$ cat src/rtl/ctrl_seq.sv
// rtl/ctrl_seq.sv - multi-cycle control sequencer with run/halt FSM, memory wait states and retired count
module ctrl_seq #(
  parameter int INSTR_W = 9,
  parameter int MEM_LAT = 1,
  parameter int CNT_W   = 16
) (
  input  logic               Clk,
  input  logic               Reset,
  input  logic               Start,
  input  logic [INSTR_W-1:0] Instruction,
  input  logic               Flag,
  output logic               PcEn,
  output logic               BranchEn,
  output logic               BranchOnFlag,
  output logic               BranchTaken,
  output logic               WriteEn,
  output logic               RegEn,
  output logic               RegWriteBack,
  output logic               Done,
  output logic [CNT_W-1:0]   InstrCnt
);

  typedef enum logic [1:0] {IDLE, RUN, MEM_WAIT, HALTED} state_t;

  localparam logic [3:0] OP_LOAD    = 4'b0000;
  localparam logic [3:0] OP_STORE   = 4'b0001;
  localparam logic [3:0] OP_SHIFTL  = 4'b0010;
  localparam logic [3:0] OP_SHIFTR  = 4'b0011;
  localparam logic [3:0] OP_ARITH   = 4'b0100;
  localparam logic [3:0] OP_LOGICAL = 4'b0101;
  localparam logic [3:0] OP_COMPARE = 4'b0110;
  localparam logic [3:0] OP_BNE     = 4'b0111;
  localparam logic [3:0] OP_BEQ     = 4'b1000;
  localparam logic [3:0] OP_JUMP    = 4'b1001;
  localparam logic [3:0] OP_LOADI   = 4'b1010;
  localparam logic [3:0] OP_MOVE    = 4'b1011;
  localparam logic [3:0] OP_SHIFTC  = 4'b1100;
  localparam logic [3:0] OP_ADDI    = 4'b1101;
  localparam logic [3:0] OP_SUBI    = 4'b1110;
  localparam logic [3:0] OP_HALT    = 4'b1111;

  localparam int LAT_M1 = (MEM_LAT > 0) ? MEM_LAT - 1 : 0;

  state_t     state, state_nxt;
  logic [3:0] wait_cnt, wait_nxt;
  logic [3:0] opcode;
  logic [1:0] funct;
  logic       mem_last;
  logic       unused_bits;

  assign opcode      = Instruction[INSTR_W-1 -: 4];
  assign funct       = Instruction[1:0];
  assign unused_bits = ^Instruction[INSTR_W-5:2];

  always_comb begin
    state_nxt    = state;
    wait_nxt     = wait_cnt;
    mem_last     = 1'b0;
    PcEn         = 1'b0;
    BranchEn     = 1'b0;
    BranchOnFlag = 1'b0;
    WriteEn      = 1'b0;
    RegEn        = 1'b0;
    RegWriteBack = 1'b0;
    unique case (state)
      IDLE, HALTED: begin
        if (Start) state_nxt = RUN;
      end
      RUN, MEM_WAIT: begin
        state_nxt = RUN;
        unique case (opcode)
          OP_LOAD, OP_STORE: begin
            // Op occupies MEM_LAT+1 cycles; retirement happens only on the last one.
            if (MEM_LAT == 0) begin
              mem_last = 1'b1;
            end else if (state == RUN) begin
              wait_nxt  = 4'(LAT_M1);
              state_nxt = MEM_WAIT;
            end else if (wait_cnt == 4'd0) begin
              mem_last = 1'b1;
            end else begin
              wait_nxt  = wait_cnt - 4'd1;
              state_nxt = MEM_WAIT;
            end
            PcEn    = mem_last;
            WriteEn = (opcode == OP_STORE);
            RegEn   = (opcode == OP_LOAD) && mem_last;
          end
          OP_SHIFTL, OP_SHIFTR, OP_SHIFTC, OP_ADDI, OP_SUBI: begin
            PcEn         = 1'b1;
            RegEn        = 1'b1;
            RegWriteBack = 1'b1;
          end
          OP_ARITH, OP_LOGICAL, OP_LOADI: begin
            PcEn  = 1'b1;
            RegEn = 1'b1;
          end
          OP_COMPARE, OP_JUMP: begin
            PcEn = 1'b1;
          end
          OP_BNE: begin
            PcEn     = 1'b1;
            BranchEn = 1'b1;
          end
          OP_BEQ: begin
            PcEn         = 1'b1;
            BranchEn     = 1'b1;
            BranchOnFlag = 1'b1;
          end
          OP_MOVE: begin
            PcEn         = 1'b1;
            RegEn        = 1'b1;
            RegWriteBack = (funct == 2'b00);
          end
          OP_HALT: begin
            state_nxt = HALTED;
          end
          default: begin
            PcEn = 1'b1;
          end
        endcase
      end
      default: state_nxt = IDLE;
    endcase
  end

  assign BranchTaken = BranchEn & (Flag == BranchOnFlag);

  always_ff @(posedge Clk) begin
    if (Reset) begin
      state    <= IDLE;
      wait_cnt <= 4'd0;
      InstrCnt <= '0;
      Done     <= 1'b0;
    end else begin
      state    <= state_nxt;
      wait_cnt <= wait_nxt;
      Done     <= (state_nxt == HALTED);
      if ((state == IDLE || state == HALTED) && Start) begin
        InstrCnt <= '0;
      end else if (PcEn && (InstrCnt != {CNT_W{1'b1}})) begin
        InstrCnt <= InstrCnt + 1'b1;
      end
    end
  end

endmodule

$ cat config.mk
export PLATFORM = sky130hd
export DESIGN_NAME = ctrl_seq
export DESIGN_NICKNAME = d
export VERILOG_FILES = /design/src/rtl/ctrl_seq.sv
export SDC_FILE = /design/constraint.sdc
export NUM_CORES = 1
export LEC_CHECK = 0
export BUFFER_PORTS_ARGS = -buffer_cell sky130_fd_sc_hd__buf_2
export CAP_MARGIN = 40
export CORE_MARGIN = 5
export CORE_UTILIZATION = 40
export CTS_CLUSTER_SIZE = 28
export DETAILED_ROUTE_END_ITERATION = 8
export PLACE_DENSITY = 0.74
export SYNTH_ARGS = -nofsm -noshare
export SYNTH_HDL_FRONTEND = slang
export SYNTH_SLANG_ARGS = --single-unit
$ cat constraint.sdc
create_clock -name Clk -period 2.7 [get_ports Clk]
set_input_delay 0.135 -clock Clk [delete_from_list [all_inputs] [get_ports Clk]]
set_output_delay 0.135 -clock Clk [all_outputs]
set_load 0.01 [all_outputs]
==> results.json, run 1 <==
{
  "status": "finished, final reports clean",
  "maxCapViolCount": 0,
  "critPathLaunchType": "flop",
  "cts_tree": "done",
  "yosys_most_used_dff": "dfxtp_1",
  "hold_class": "input port to flop",
  "synth-seq-area-share_pct": 34.6,
  "dr.pass1.iters": 4,
  "min_from": "Reset",
  "clockRootBuffer": "clkbuf_4",
  "tns_ns": 0,
  "gp_congestion": 0.752,
  "start_util_pct": 40.5,
  "mostFrequentLayoutCell": "buf_2",
  "nNetsFinal": 219,
  "antenna_found_initial": 0,
  "seqCellArea_um2": 460,
  "max_freq_mhz": 444,
  "fin_crit_sh_pct": 83.5,
  "post_cts_buffers": 0,
  "min_period_ns": 2.25,
  "final_max_slew_viol_count": 0,
  "ir_drop_mv": 0.210,
  "antennaDiodeCount": 0,
  "layout_common_cells": "33 x buf_2, 23 x dfxtp_1, 22 x nor2_1",
  "drt_wl_total_mm": 2.88,
  "timing.setup.critical_path_class": "flop to flop",
  "r2r_start": "state[1]",
  "grt_pass1_wl_mm": 4.73,
  "multi_input_area_um2": 817,
  "synth_area_um2": 1330,
  "endpoint_kind": "flop",
  "cts_made_buffers": 3,
  "p_leak_nw": 0.675,
  "reg2reg_depth": 7,
  "p_per_area_nw_per_um2": 402,
  "io_buffer_count": 33,
  "worst-r2r-setup-slack_ns": 0.45,
  "rsz0062_at_grt": "no",
  "clk_latency_ns": 0.32,
  "max_slew_margin_pct": 63.1,
  "r2r-end": "InstrCnt[9]",
  "synth_cells": 166,
  "clock-sinks": 23,
  "yosysUniqueCellTypes": 35,
  "core_um2": 3280,
  "dp_hpwl_mm": 2.18,
  "synth_warnings": 0,
  "fin_util_pct": 47.3,
  "syn_nets": 186,
  "drive_above_1_share_pct": 21.7,
  "worstPathRequired_ns": 2.96,
  "cts-resized-gates": 0,
  "worstSetupStartpoint": "state[1]",
  "postCtsHoldBufs": 0,
  "worstMarginPinSlew_ns": 0.551,
  "crit_path_max_fanout": 13,
  "hold_viol_final": 0,
  "hold_path_end": "wait_cnt[1]",
  "grt_pass1_vias": 1055,
  "cts.reportedPaths.clkPinSlew_ns": 0.13,
  "clockBufferDepth": 2,
  "dieArea_um2": 4580,
  "vias": 1268,
  "dp_cells": 240,
  "drc": 0,
  "finalClockSkew_ns": 0.00431,
  "synth_edf_count": 0,
  "avgSynthCellArea_um2": 8.01,
  "core.rowCount": 21,
  "setup_violations": 0,
  "wl_per_cell_um": 11.8,
  "arrival_ns": 2.52,
  "fill_cells": 344,
  "htree_levels": 1,
  "async_flop_share_pct": 0,
  "fin_cells": 244,
  "die_h_um": 67.7,
  "drt_first_iter_violations": 70,
  "grt_usage_pct": 13.0,
  "antenna_left": 0,
  "synth_seq_cells": 23,
  "ios": 37,
  "grt-ovfl-total": 0,
  "drt-vias-per-instance": 5.20,
  "hold-path-cell-count": 2,
  "die_w_um": 67.7,
  "grt_max_degree": 17,
  "area_growth_pct": 16.8
}
-- sequential cells by signal, indices dropped and copies added (netlist names) --
register,count
Done,1
InstrCnt,16
state,2
wait_cnt,4
-- kinds of logic (layout without fill, tap and decap cells) --
family / count (synthesis) / after routing / share of synthesized area, %
AND/OR/NAND/NOR: 82 / 82 / 33.5
AO/OA/AOI/OAI: 35 / 35 / 16.7
flip-flops: 23 / 23 / 34.6
buffers and inverters: 12 / 44 / 3.95
adder cells (fa/ha/maj): 7 / 7 / 6.58
XOR/XNOR: 6 / 6 / 3.95
multiplexers: 1 / 1 / 0.753
-- final cells by class --
cell class              count  area share (%)
clock inverters             1           0.322
clock buffers               3            1.45
multi-input cells         131            52.6
repair buffers             33            10.6
inverters                   7            1.69
flip-flops and latches     23            29.6
well taps                  46            3.70
-- how the worst max path moves through the flow --
| stage | slack [ns] | to |
|---|---|---|
| detailed placement | 0.48 | InstrCnt[9] |
| global route | 0.30 | InstrCnt[9] |
| global placement | 0.50 | InstrCnt[9] |
| CTS | 0.44 | InstrCnt[9] |
| floorplan | 0.61 | InstrCnt[11] |
| finish | 0.45 | InstrCnt[9] |
-- worst max-delay path, cell delays in order, from the launching register on --
cell,delay (ns)
dfxtp_1,0.35
inv_1,0.04
ha_1,0.22
nor4b_4,0.32
a221oi_2,0.18
or3_4,0.46
or4_1,0.48
a21oi_1,0.14
-- metrics by stage --
step / power (mW) / setup slack [ns] / cell area, um2 / hold WS (ns)
5_1_grt: 0.657 / 0.302 / 1550 / 0.0352
2_1_floorplan: 0.439 / 0.613 / 1330 / 0.204
3_3_place_gp: 0.466 / 0.496 / 1530 / 0.392
4_1_cts: 0.628 / 0.435 / 1550 / 0.0381
6_report: 0.624 / 0.446 / 1550 / 0.0455
3_5_place_dp: 0.468 / 0.479 / 1530 / 0.391
-- layer usage --
| layer | global-route usage (%) | wire, um | up-vias | share of wire (%) |
|---|---|---|---|---|
| met5 | 0 | 0 | - | 0 |
| met4 | 3.80 | 36 | 0 | 1.3 |
| met3 | 2.66 | 175 | 5 | 6.1 |
| met2 | 21.1 | 1280 | 32 | 45 |
| met1 | 17.4 | 1380 | 570 | 48 |
| li1 | - | - | 661 | - |
-- report_power, final --
part / internal, mW / switching, mW / total [mW] / leakage, nW
Combinational: 0.0414 / 0.0682 / 0.110 / 0.472
Clock: 0.0555 / 0.109 / 0.164 / 0.0177
Sequential: 0.345 / 0.00500 / 0.350 / 0.186
-- cell usage after synthesis, types with 3 or more instances --
library cell,number,area (um2)
a21o_1,3,22.5
a21oi_1,16,80.1
a31oi_1,3,18.8
and4_1,6,52.6
clkbuf_1,4,15.0
dfxtp_1,23,460
ha_1,7,87.6
inv_1,7,26.3
nand2_1,18,67.6
nand3_1,7,35.0
nor2_1,22,82.6
nor3_1,6,30.0
nor4_1,3,18.8
o21ai_0,4,20.0
or4_1,4,30.0
xnor2_1,5,43.8
(Power assumes the default switching activity.)
==> inputs of run 2 (changes only) <==
- PLACE_DENSITY: 0.74 -> 0.76
- clock period: 2.7 -> 2 ns (I/O delays scaled with it)
==> run 2 against run 1 <==
Compared with the run above:
- fmax rose by 14%
- clock skew increased by 0.0013 ns
- total power rose by 42%
- largest cell class unchanged
- worst hold slack got worse by 0.032 ns
- critical path depth unchanged
- final cell count rose by 8.2%
- critical endpoint unchanged
- die area unchanged
- setup slack got worse by 0.42 ns
- cell area grew 13%
==> results.json, run 2 (synthesis gave the netlist of run 1 again) <==
{
  "finalInstanceArea_um2": 1760,
  "clock-sinks": 23,
  "path_delay_family": "simple AND/OR/NAND/NOR gates",
  "vias": 1354,
  "largest_reg_flops": 16,
  "core.rowCount": 21,
  "fin_total_pwr_uw": 887,
  "worstMarginPinSlew_ns": 0.509,
  "drt_first_iter_violations": 48,
  "layout_common_cells": "33 x buf_2, 21 x nor2_1, 18 x dfxtp_1, 18 x nand2_1, 18 x buf_4",
  "htree_levels": 1,
  "dieArea_um2": 4580,
  "cp_slowest_stage_delay_ns": 0.47,
  "cts_made_buffers": 3,
  "grt_usage_pct": 14.9,
  "hold_class": "input port to flop",
  "antenna_found_initial": 0,
  "nNetsFinal": 239,
  "rsz0062_at_grt": "yes",
  "p_per_area_nw_per_um2": 504,
  "path_depth": 7,
  "drive_above_1_share_pct": 34.9,
  "die_w_um": 67.7,
  "antennaDiodeCount": 0,
  "place_area_um2": 1670,
  "min_period_ns": 1.98,
  "antenna_left": 0,
  "clockBufferDepth": 2,
  "drt-vias-per-instance": 5.13,
  "mostFrequentLayoutCell": "buf_2",
  "dr.pass1.iters": 4,
  "drt_wl_total_mm": 3.14,
  "clk_latency_ns": 0.31,
  "grt_pass1_vias": 1244,
  "hold-path-cell-count": 2,
  "grt_pass1_wl_mm": 5.34,
  "status": "finished, final reports clean",
  "max_freq_mhz": 505,
  "critPathLaunchType": "flop",
  "arrival_ns": 2.23,
  "power_frac_comb_pct": 22.5,
  "endpoint_kind": "flop",
  "cts.reportedPaths.clkPinSlew_ns": 0.13,
  "setup_violations": 0,
  "crit_path_max_fanout": 5,
  "area_growth_pct": 32.2,
  "p_switching_uw": 248,
  "die_h_um": 67.7,
  "fin_util_pct": 53.5,
  "worstPathRequired_ns": 2.25,
  "pwr-share-seq_pct": 53.4,
  "grt_max_degree": 18,
  "p_leak_nw": 0.781,
  "p_int_uw": 639,
  "hold_viol_final": 0,
  "grt-ovfl-total": 0,
  "regMostFlops": "InstrCnt",
  "core_um2": 3280,
  "timing.setup.critical_path_class": "flop to flop",
  "critPathBufInv": 1,
  "p_clk_share_pct": 24.2,
  "ios": 37,
  "crit_slowest_cell": "or4_1",
  "maxCapViolCount": 0,
  "dp_hpwl_mm": 2.42,
  "wl_per_cell_um": 11.9,
  "ir_drop_mv": 0.306,
  "gp_congestion": 0.814,
  "start_util_pct": 40.5,
  "reg2reg_depth": 7,
  "reg_top3": "InstrCnt x16, wait_cnt x4, state x2",
  "swShare_pct": 28.0,
  "finalClockSkew_ns": 0.00563,
  "final_max_slew_viol_count": 0,
  "fin_crit_sh_pct": 99.0,
  "clockRootBuffer": "clkbuf_4",
  "drc": 0,
  "max_slew_margin_pct": 66.1,
  "path_cells": "inv_2, ha_4, nor4b_4, a221oi_2, or3_4, or4_1, a21oi_1",
  "io_buffer_count": 33,
  "cts_tree": "done"
}
run 2: changes by cell type in the layout (fill, tap and decap cells not counted), sizes merged:
cell,change
clkbuf,+1
buf,+19
clkinv,-1
or3,+1
run 2: final cells by class:
| cell class | count | area [um2] |
|---|---|---|
| sequential | 23 | 467 |
| clock buffer | 4 | 26.3 |
| inverter | 7 | 26.3 |
| multi-input combinational | 132 | 870 |
| fill | 331 | 1530 |
| timing repair buffer | 52 | 312 |
| tap | 46 | 57.6 |
run 2: worst register-to-register path: cells and delay by family (launching register included):
| kind | cells | cell delay (ns) |
|---|---|---|
| flops | 1 | 0.35 |
| buf+inv | 1 | 0.04 |
| fa+ha+maj | 1 | 0.16 |
| compound gates | 2 | 0.28 |
| simple gates | 3 | 1.10 |
run 2: power groups by stage:
| stage | clock network (mW) | logic (mW) | registers (mW) |
|---|---|---|---|
| finish | 0.214 | 0.199 | 0.473 |
| floorplan | 0 | 0.113 | 0.485 |
| CTS | 0.220 | 0.193 | 0.473 |
| global route | 0.246 | 0.221 | 0.475 |
| global placement | 0 | 0.183 | 0.483 |
| detailed placement | 0 | 0.187 | 0.483 |
run 2: per-layer routing:
| layer | vias to the layer above | part of all wire [%] | track usage [%] |
|---|---|---|---|
| li1 | 709 | - | - |
| met4 | 0 | 0.57 | 4.05 |
| met5 | - | 0 | 0 |
| met3 | 2 | 5.5 | 3.83 |
| met2 | 30 | 49 | 24.9 |
| met1 | 613 | 45 | 18.7 |
run 2: metrics by stage:
step / hold WS, ns / setup TNS, ns / instances / worst slack (ns)
floorplan: 0.162 / 0 / 166 / 0.0147
global placement: 0.349 / -0.00371 / 257 / -0.00371
detailed placement: 0.345 / -0.0263 / 257 / -0.0263
CTS: 0.00986 / -0.0325 / 262 / -0.0325
global route: 0.00492 / -0.315 / 264 / -0.103
finish: 0.0135 / 0 / 264 / 0.0209
run 2: timing repair:
action                                  4_1_cts  5_1_grt
pin swaps                                     0        4
hold endpoints to repair                      0        0
buffers inserted                              0        2
cloned                                        1        0
gates resized for setup                       2       10
hold buffers                                  0        0
endpoints found under the setup margin        4        9
run 2: path summary, 6_finish.rpt:
| path | start | to | slack, ns |
|---|---|---|---|
| setup / recovery | state[1] | InstrCnt[9] | 0.02 |
| hold / removal | Reset | state[1] | 0.01 |
| setup reg to reg | state[1] | InstrCnt[9] | 0.02 |
| hold reg to reg | InstrCnt[10] | InstrCnt[10] | 0.51 |
==> inputs of run 3 (changes only) <==
- BUFFER_PORTS_ARGS: -buffer_cell sky130_fd_sc_hd__buf_2 -> default
- DONT_BUFFER_PORTS: default -> 1
- PLACE_DENSITY: 0.76 -> 0.66
==> run 3 against run 2 <==
Compared with the run above:
- the flow now finishes with violations (negative setup slack)
- sequential share of layout area up 0.29 points
- first-iteration DRC count fell by 46%
- fmax fell by 4.1%
- routed wire length increased by 13%
- total power rose by 1.3%
- critical path type unchanged
- highest routed layer unchanged
==> results.json, run 3 (synthesis gave the netlist of run 1 again) <==
{
  "critPathLaunchType": "flop",
  "multi_input_area_um2": 905,
  "min_period_ns": 2.06,
  "drt_wl_total_mm": 3.56,
  "cts.reportedPaths.clkPinSlew_ns": 0.14,
  "clk_latency_ns": 0.31,
  "die_h_um": 67.7,
  "max_slew_margin_pct": 62.0,
  "clock-sinks": 23,
  "maxCapViolCount": 0,
  "start_util_pct": 40.5,
  "endpoint_kind": "flop",
  "status": "complete, but fails checks",
  "cts_tree": "done",
  "use_met2_pct": 29.6,
  "largest_reg_flops": 16,
  "vias": 1341,
  "hold_viol_final": 0,
  "core_um2": 3280,
  "use_met1_pct": 18.1,
  "drive_above_1_share_pct": 30.7,
  "htree_levels": 1,
  "reg_top3": "InstrCnt x16, wait_cnt x4, state x2",
  "drt-vias-per-instance": 5.47,
  "fin_total_pwr_uw": 898,
  "violations": "negative setup slack",
  "wl_per_cell_um": 14.5,
  "timing.setup.critical_path_class": "flop to flop",
  "fill_cells": 322,
  "fin_cells": 245,
  "hold_class": "input port to flop",
  "max_freq_mhz": 485,
  "grt_max_degree": 18,
  "antenna_found_initial": 0,
  "dp_cells": 232,
  "p_per_area_nw_per_um2": 518,
  "gp_congestion": 0.794,
  "fin_crit_sh_pct": 103,
  "nNetsFinal": 220,
  "fin_ws_ns": -0.0637,
  "die_w_um": 67.7,
  "area_growth_pct": 30.4,
  "dr.pass1.iters": 4,
  "antennaDiodeCount": 0,
  "cts_made_buffers": 3,
  "core.rowCount": 21,
  "setup_violations": 5,
  "clockRootBuffer": "clkbuf_4",
  "grt_pass1_vias": 1363,
  "io_buffer_count": 0,
  "layout_common_cells": "31 x buf_4, 20 x nor2_1, 19 x dfxtp_1",
  "worstMarginPinSlew_ns": 0.569,
  "grt.met3_usage_pct": 3.16,
  "regMostFlops": "InstrCnt",
  "grt-ovfl-total": 0,
  "clockBufferDepth": 2,
  "finalClockSkew_ns": 0.0110,
  "drc": 0,
  "grt_usage_pct": 16.0,
  "seqCellArea_um2": 465,
  "ir_drop_mv": 0.350,
  "p_leak_nw": 0.691,
  "arrival_ns": 2.30,
  "rsz0062_at_grt": "yes",
  "drt_first_iter_violations": 26,
  "dp_hpwl_mm": 2.60,
  "post-place-ws_ns": -0.0619,
  "final_max_slew_viol_count": 0,
  "fin_util_pct": 52.8,
  "crit_path_max_fanout": 5,
  "dieArea_um2": 4580,
  "mostFrequentLayoutCell": "buf_4",
  "worstPathRequired_ns": 2.24,
  "antenna_left": 0,
  "ios": 37,
  "grt_pass1_wl_mm": 5.75,
  "grt.busiest_layer": "met2"
}
[run 3: cell count changes in the layout (fill, tap and decap cells not counted), sizes merged]
cell         previous run  this run
buf                    52        31
dlygate4sd3             0         2
clkbuf                  4         3
clkinv                  0         1
[run 3: report_power, final]
group	leakage, nW	switching [mW]	internal, mW
Clock	0.0177	0.144	0.0746
Combinational	0.485	0.111	0.0951
Sequential	0.188	0.00654	0.467
[run 3: worst paths after layout]
path	from	to	slack, ns	cells after the start
min reg2reg	state[0]	state[0]	0.58	2
max reg2reg	state[1]	InstrCnt[9]	-0.06	7
min	Start	Done	0.07	3
max	state[1]	InstrCnt[9]	-0.06	7
[run 3: metal layers]
| layer | wire length (um) | vias to the layer above | share of wire, % |
|---|---|---|---|
| met3 | 190 | 6 | 5.3 |
| met1 | 1470 | 638 | 41 |
| met2 | 1860 | 30 | 52 |
| met5 | 0 | - | 0 |
| met4 | 41 | 0 | 1.2 |
| li1 | - | 667 | - |
[run 3: worst max-delay path, stage by stage (launching register included)]
cell      delay (ns)
dfxtp_2         0.36
inv_2           0.04
ha_4            0.16
nor4b_4         0.32
a221oi_4        0.14
or3_4           0.38
or4_4           0.48
a21oi_1         0.13
[run 3: area by class of cell]
type | count | area share (%)
Clock inverter | 1 | 0.289
Timing Repair Buffer | 33 | 14.6
Multi-Input combinational cell | 132 | 52.2
Clock buffer | 3 | 1.30
Sequential cell | 23 | 26.8
Inverter | 7 | 1.52
Tap cell | 46 | 3.32
[run 3: what timing repair did]
item,4_1_cts,5_1_grt
pin swaps,4,9
setup endpoints to repair,4,8
hold endpoints to repair,7,0
gates resized for setup,4,15
setup buffers,5,1
hold buffers,2,0
gates cloned,1,0
[run 3: per-stage QoR]
stage / hold WS [ns] / area, um2 / setup TNS, ns
after floorplan: 0.162 / 1350 / 0
after global placement: 0.168 / 1570 / 0
after detailed placement: 0.171 / 1570 / -0.108
after CTS: 0.0634 / 1660 / -0.0986
after global routing: 0.0761 / 1730 / -0.574
final: 0.0656 / 1730 / -0.212
